**src/rtl/display_pkg.sv**
```systemverilog
// Shared constants, types and small helpers for the four-digit hex display scanner.
package display_pkg;

  localparam int DIGITS   = 4;
  localparam int NIBBLE_W = 4;
  localparam int DATA_W   = DIGITS * NIBBLE_W;

  localparam logic [DIGITS-1:0] ANODE_OFF = 4'b1111;
  localparam logic [DIGITS-1:0] ANODE_RST = 4'b1110;

  typedef logic [1:0] digit_idx_t;

  // Where the display register takes its next value from on a frame edge.
  typedef enum logic [1:0] {
    COMMIT_NONE    = 2'd0,
    COMMIT_PENDING = 2'd1,
    COMMIT_BYPASS  = 2'd2
  } commit_src_t;

  function automatic logic [NIBBLE_W-1:0] get_nibble(input logic [DATA_W-1:0] value,
                                                     input digit_idx_t         idx);
    return value[int'(idx)*NIBBLE_W +: NIBBLE_W];
  endfunction

  function automatic logic [DIGITS-1:0] anode_for(input digit_idx_t idx);
    logic [DIGITS-1:0] anode;
    anode      = ANODE_OFF;
    anode[idx] = 1'b0;
    return anode;
  endfunction

  // A digit above position 0 is a leading zero when it and every digit above it are zero.
  function automatic logic leading_zero(input logic [DATA_W-1:0] value,
                                        input digit_idx_t         idx);
    logic all_zero;
    all_zero = 1'b1;
    for (int i = 0; i < DIGITS; i++) begin
      if ((i >= int'(idx)) && (value[i*NIBBLE_W +: NIBBLE_W] != '0)) begin
        all_zero = 1'b0;
      end
    end
    return (idx != 2'd0) && all_zero;
  endfunction

endpackage

```
**src/rtl/hex_display_scanner_if.sv**
```systemverilog
// Load/data/blank inputs and scanned digit outputs of the hex display scanner.
interface hex_display_scanner_if;

  logic                                load;
  logic [display_pkg::DATA_W-1:0]      data_in;
  logic                                lz_blank;
  logic [display_pkg::NIBBLE_W-1:0]    nibble_out;
  logic [display_pkg::DIGITS-1:0]      digit_en;
  logic                                ack;

  modport master (
    output load,
    output data_in,
    output lz_blank,
    input  nibble_out,
    input  digit_en,
    input  ack
  );

  modport slave (
    input  load,
    input  data_in,
    input  lz_blank,
    output nibble_out,
    output digit_en,
    output ack
  );

endinterface

```
**src/rtl/refresh_divider.sv**
```systemverilog
// Free-running divider producing a one-cycle tick every REFRESH_DIV clocks.
module refresh_divider #(
  parameter int REFRESH_DIV = 50000
) (
  input  logic clk,
  input  logic rst,
  output logic tick
);

  localparam int CNT_W = (REFRESH_DIV > 2) ? $clog2(REFRESH_DIV) : 1;
  localparam logic [CNT_W-1:0] LAST = CNT_W'(REFRESH_DIV - 1);

  logic [CNT_W-1:0] count_q;
  logic [CNT_W-1:0] count_d;

  always_comb begin
    tick    = (count_q == LAST);
    count_d = tick ? '0 : count_q + 1'b1;
  end

  always_ff @(posedge clk or posedge rst) begin
    if (rst) begin
      count_q <= '0;
    end else begin
      count_q <= count_d;
    end
  end

endmodule

```
**src/rtl/hex_display_scanner.sv**
```systemverilog
// Multiplexed four-digit hex display scanner with frame-aligned commit and leading-zero blanking.
module hex_display_scanner
  import display_pkg::*;
#(
  parameter int REFRESH_DIV = 50000
) (
  input  logic                  clk,
  input  logic                  rst,
  hex_display_scanner_if.slave  bus
);

  logic tick;

  refresh_divider #(
    .REFRESH_DIV (REFRESH_DIV)
  ) u_refresh_divider (
    .clk  (clk),
    .rst  (rst),
    .tick (tick)
  );

  digit_idx_t          idx_q,        idx_d;
  logic [DATA_W-1:0]   display_q,    display_d;
  logic [DATA_W-1:0]   pend_q,       pend_d;
  logic                pend_valid_q, pend_valid_d;
  logic [NIBBLE_W-1:0] nibble_q,     nibble_d;
  logic [DIGITS-1:0]   digit_en_q,   digit_en_d;
  logic                ack_q,        ack_d;

  logic                frame_edge;
  commit_src_t         commit_src;

  // A load on the frame edge itself wins over anything still pending.
  always_comb begin
    frame_edge = tick && (idx_q == 2'd3);
    commit_src = COMMIT_NONE;
    if (frame_edge) begin
      if (bus.load) begin
        commit_src = COMMIT_BYPASS;
      end else if (pend_valid_q) begin
        commit_src = COMMIT_PENDING;
      end
    end
  end

  always_comb begin
    display_d    = display_q;
    pend_d       = pend_q;
    pend_valid_d = pend_valid_q;
    ack_d        = 1'b0;
    case (commit_src)
      COMMIT_BYPASS: begin
        display_d    = bus.data_in;
        pend_valid_d = 1'b0;
        ack_d        = 1'b1;
      end
      COMMIT_PENDING: begin
        display_d    = pend_q;
        pend_valid_d = 1'b0;
        ack_d        = 1'b1;
      end
      default: begin
        if (bus.load) begin
          pend_d       = bus.data_in;
          pend_valid_d = 1'b1;
        end
      end
    endcase
  end

  // Outputs are built from display_d so the frame edge already shows the new value.
  always_comb begin
    idx_d      = idx_q;
    nibble_d   = nibble_q;
    digit_en_d = digit_en_q;
    if (tick) begin
      idx_d    = idx_q + 2'd1;
      nibble_d = get_nibble(display_d, idx_d);
      if (bus.lz_blank && leading_zero(display_d, idx_d)) begin
        digit_en_d = ANODE_OFF;
      end else begin
        digit_en_d = anode_for(idx_d);
      end
    end
  end

  always_ff @(posedge clk or posedge rst) begin
    if (rst) begin
      idx_q        <= 2'd0;
      display_q    <= '0;
      pend_q       <= '0;
      pend_valid_q <= 1'b0;
      nibble_q     <= '0;
      digit_en_q   <= ANODE_RST;
      ack_q        <= 1'b0;
    end else begin
      idx_q        <= idx_d;
      display_q    <= display_d;
      pend_q       <= pend_d;
      pend_valid_q <= pend_valid_d;
      nibble_q     <= nibble_d;
      digit_en_q   <= digit_en_d;
      ack_q        <= ack_d;
    end
  end

  assign bus.nibble_out = nibble_q;
  assign bus.digit_en   = digit_en_q;
  assign bus.ack        = ack_q;

endmodule

```
**src/flat_wrapper.sv**
```systemverilog
// flat-port wrapper written by rule: the top's interface ports become plain ports
module hex_display_scanner_flat import display_pkg::*;
#(
  parameter int REFRESH_DIV = 50000
)
  (clk, rst, bus_load, bus_data_in, bus_lz_blank, bus_nibble_out, bus_digit_en, bus_ack);
  hex_display_scanner_if bus_i ();
  input  logic clk;
  input  logic rst;
  input wire logic [$bits(bus_i.load)-1:0] bus_load;
  input wire logic [$bits(bus_i.data_in)-1:0] bus_data_in;
  input wire logic [$bits(bus_i.lz_blank)-1:0] bus_lz_blank;
  output wire logic [$bits(bus_i.nibble_out)-1:0] bus_nibble_out;
  output wire logic [$bits(bus_i.digit_en)-1:0] bus_digit_en;
  output wire logic [$bits(bus_i.ack)-1:0] bus_ack;
  assign bus_i.load = bus_load;
  assign bus_i.data_in = bus_data_in;
  assign bus_i.lz_blank = bus_lz_blank;
  assign bus_nibble_out = bus_i.nibble_out;
  assign bus_digit_en = bus_i.digit_en;
  assign bus_ack = bus_i.ack;
  hex_display_scanner #(.REFRESH_DIV(REFRESH_DIV)) u_core (.clk(clk), .rst(rst), .bus(bus_i));
endmodule
```
**config.mk**
```make
export PLATFORM = sky130hd
export DESIGN_NAME = hex_display_scanner_flat
export DESIGN_NICKNAME = d
export VERILOG_FILES = /design/src/rtl/display_pkg.sv /design/src/rtl/hex_display_scanner_if.sv /design/src/rtl/refresh_divider.sv /design/src/rtl/hex_display_scanner.sv /design/src/flat_wrapper.sv
export SDC_FILE = /design/constraint.sdc
export NUM_CORES = 1
export LEC_CHECK = 0
export BUFFER_PORTS_ARGS = -buffer_cell sky130_fd_sc_hd__buf_4
export CORE_MARGIN = 2
export CORE_UTILIZATION = 45
export DETAILED_ROUTE_END_ITERATION = 10
export GPL_ROUTABILITY_DRIVEN = 0
export PLACE_DENSITY_LB_ADDON = 0.25
export REMOVE_ABC_BUFFERS = 1
export SKIP_CTS_REPAIR_TIMING = 1
export SLEW_MARGIN = 10
export SYNTH_ARGS = -nofsm -noshare
export SYNTH_HDL_FRONTEND = slang
export SYNTH_SLANG_ARGS = --single-unit
```
**constraint.sdc**
```tcl
create_clock -name clk -period 5.5 [get_ports clk]
set_clock_uncertainty 0.05 [all_clocks]
set_input_delay 0.275 -clock clk [delete_from_list [all_inputs] [get_ports clk]]
set_output_delay 0.275 -clock clk [all_outputs]
set_load 0.02 [all_outputs]
```
==> impl_metrics.ini <==
[sta]
tightest_slew_ps = 966.4
fmax_ghz = 0.2628
timing.final.crit_share = 0.6918
timing.max_slew.rel_slack = 0.3536
setup_tns_ps = 0
period_needed_ps = 3805
setup_viol = 0
fin_ws_ps = 1695
drv_slew = 0
hold_viol_final = 0
rsz0062_at_grt = false

[finish]
area_delta_synth_final_pct = 13.97
fin_cells = 341
fill_cells = 542
fin_nets = 289
drive_above_1_share = 0.2707
antenna_cells = 0

[power_and_ir_drop]
worst_ir_drop_vdd_uv = 141.9
power_density_nw_per_um2 = 265.6
power_w = 0.0008458
p_leak_nw = 1.522

[placement]
io_buffer_count = 28
place_ws_ps = 1669
place_inst = 325
dp_hpwl_um = 3416

[clock_network]
cts-buffers-inserted = 9
clock_latency_ps = 340
cts_tree = done
numClockSinks = 60
htree_levels = 3
clk_pin_slew_ps = 60
clock_path_buffers = 2
cts-root-buf = clkbuf_8

[floorplanning]
die_w_um = 82.80
ioPinCount = 29
core_um2 = 5956
die_area_um2 = 6855
start_util = 0.4691
num_rows = 28
die_h_um = 82.80

[logic_synthesis]
yosysMostFrequentCell = dfrtp_1
synth_top_area_share = 0.5105
yosys.area.top_type = dfrtp_1
ys_warn_count = 0
ys_types = 37
synth_edf_count = 0
seq_area_frac_synth = 0.5387
synthArstFlopShare = 1.000
syn-cell-area_um2 = 2794
avgSynthCellArea_um2 = 12.04
syn_inst = 232
synth_commonest_cells = 57 x dfrtp_1, 19 x nor2_1, 12 x nand2_1
ys.flop_type = dfrtp_1
synth-seq-cells = 60
synth_top_cells_by_area = dfrtp_1 51%, mux2_1 4.0%, ha_1 3.6%, a221o_1 3.2%, mux2_2 3.2%

[worst_setup_path]
critPathKind = flop to flop
cp_cell_sequence = or4b_1, nor3_1, nand3_1, ha_1, inv_2, o21ai_0, inv_1, mux4_2, mux2_4
crit_family = simple AND/OR/NAND/NOR gates
worst-path-max-fanout = 25
arrival_ps = 3980
path_depth = 9
timing.rr.end = u_core.bus.nibble_out[0]
crit_start = u_core.u_refresh_divider.count_q[5]
r2r-start = u_core.u_refresh_divider.count_q[5]
start_kind = flop
cpMaxStageDelayCell = ha_1
critical-path-max-stage-delay_ps = 800
crit_buf_inv = 2
cp.required_ps = 5670
r2r_slack_ps = 1700
critPathCaptureType = flop
rr_worst_depth = 9

[detailed_routing]
drt-pass1-iter-count = 4
vias_per_cell = 5.346
post_drt_wl_per_cell_um = 14.95
ant_nets = 0
routed_wl_um = 5099
dr.first_iter.drc_count = 132
vias = 1823
drc = 0

[global_route]
antenna_found_initial = 0
grt_max_degree = 61
grt_pass1_vias = 1882
track_usage = 0.1752
grt_pass1_wl_um = 8673
grt-ovfl-total = 0

[hold_path]
hp-class = input pin to asynchronous set/reset pin

[status]
status = finished clean

[flow_run]
cap_viol_max_count = 0
## worst max-delay path by stage
| stage | to | slack (ps) |
|---|---|---|
| after detailed placement | u_core.bus.nibble_out[0] | 1670 |
| after floorplan | u_core.bus.nibble_out[0] | 2170 |
| after global placement | u_core.bus.nibble_out[1] | 1780 |
| final | u_core.bus.nibble_out[0] | 1700 |
| after CTS | u_core.bus.nibble_out[0] | 1670 |
| after global routing | u_core.bus.nibble_out[0] | 1370 |
## routing by layer
metal,GRT usage,wire length (um)
met1,0.2295,2522
met4,0.08852,123
met5,0,0
met2,0.2637,2221
met3,0.05303,231
## worst min-delay path, cell delays in order
cell and delay (ps):
buf_4 110, inv_2 30, buf_4 580
## final cells by class
cell class	count	area, um2	area share
sequential	60	1505	0.4727
tap	75	93.84	0.02947
inverter	17	63.81	0.02004
timing repair buffer	29	217.7	0.06837
multi-input combinational	144	1131	0.3552
clock inverter	2	10.01	0.003143
clock buffer	14	162.7	0.05108
## per-stage QoR
step | instance area, um2 | hold WS (ps) | util
3_3_place_gp | 3012 | 414.3 | 0.5057
6_report | 3184 | 105.3 | 0.5347
4_1_cts | 3184 | 93.04 | 0.5347
5_1_grt | 3184 | 94.86 | 0.5347
3_5_place_dp | 3012 | 415.0 | 0.5057
2_1_floorplan | 2700 | 354.9 | -
## placed cells by master, fill, tap and decap left out
cell type	n
mux2_1	10
mux4_2	4
clkbuf_1	3
o21ai_0	7
a22oi_1	7
nor3_1	4
nor3_4	1
a221o_1	9
nand4_1	3
o21ai_1	6
inv_1	10
xor2_1	10
inv_2	7
nand2_1	12
a21oi_1	2
nor4b_1	1
dfrtp_1	57
and3b_2	1
xnor2_1	5
mux2_4	2
or4b_1	1
ha_1	8
and2_1	1
a31oi_1	3
nor2_1	19
dfstp_2	3
o21ai_2	4
a41o_1	2
and3_1	2
clkbuf_8	11
or3_1	1
mux2_2	8
buf_4	29
clkinv_2	2
and4b_1	1
nand3_1	10
## power by group
group           total, W  switching [W]  internal (W)
Clock           0.000351       0.000164      0.000187
Sequential      0.000459     0.00000577      0.000453
Combinational  0.0000353      0.0000172     0.0000181
## registers in the layout, indices dropped and copies added (netlist names)
name / flops
u_core.display_q: 16
u_core.pend_q: 16
u_core.u_refresh_divider.count_q: 16
u_core.bus.digit_en: 4
u_core.bus.nibble_out: 4
u_core.idx_q: 2
u_core.bus.ack: 1
u_core.pend_valid_q: 1
## kinds of logic after synthesis
family                     synth area share
buffers and inverters               0.05642
AOI/OAI and AO/OA                    0.1043
and+or+nand+nor                      0.1021
adders and majority gates           0.03583
muxes                                0.1155
xor gates and xnor gates            0.04702
DFF                                  0.5387
(Power assumes the default switching activity.)
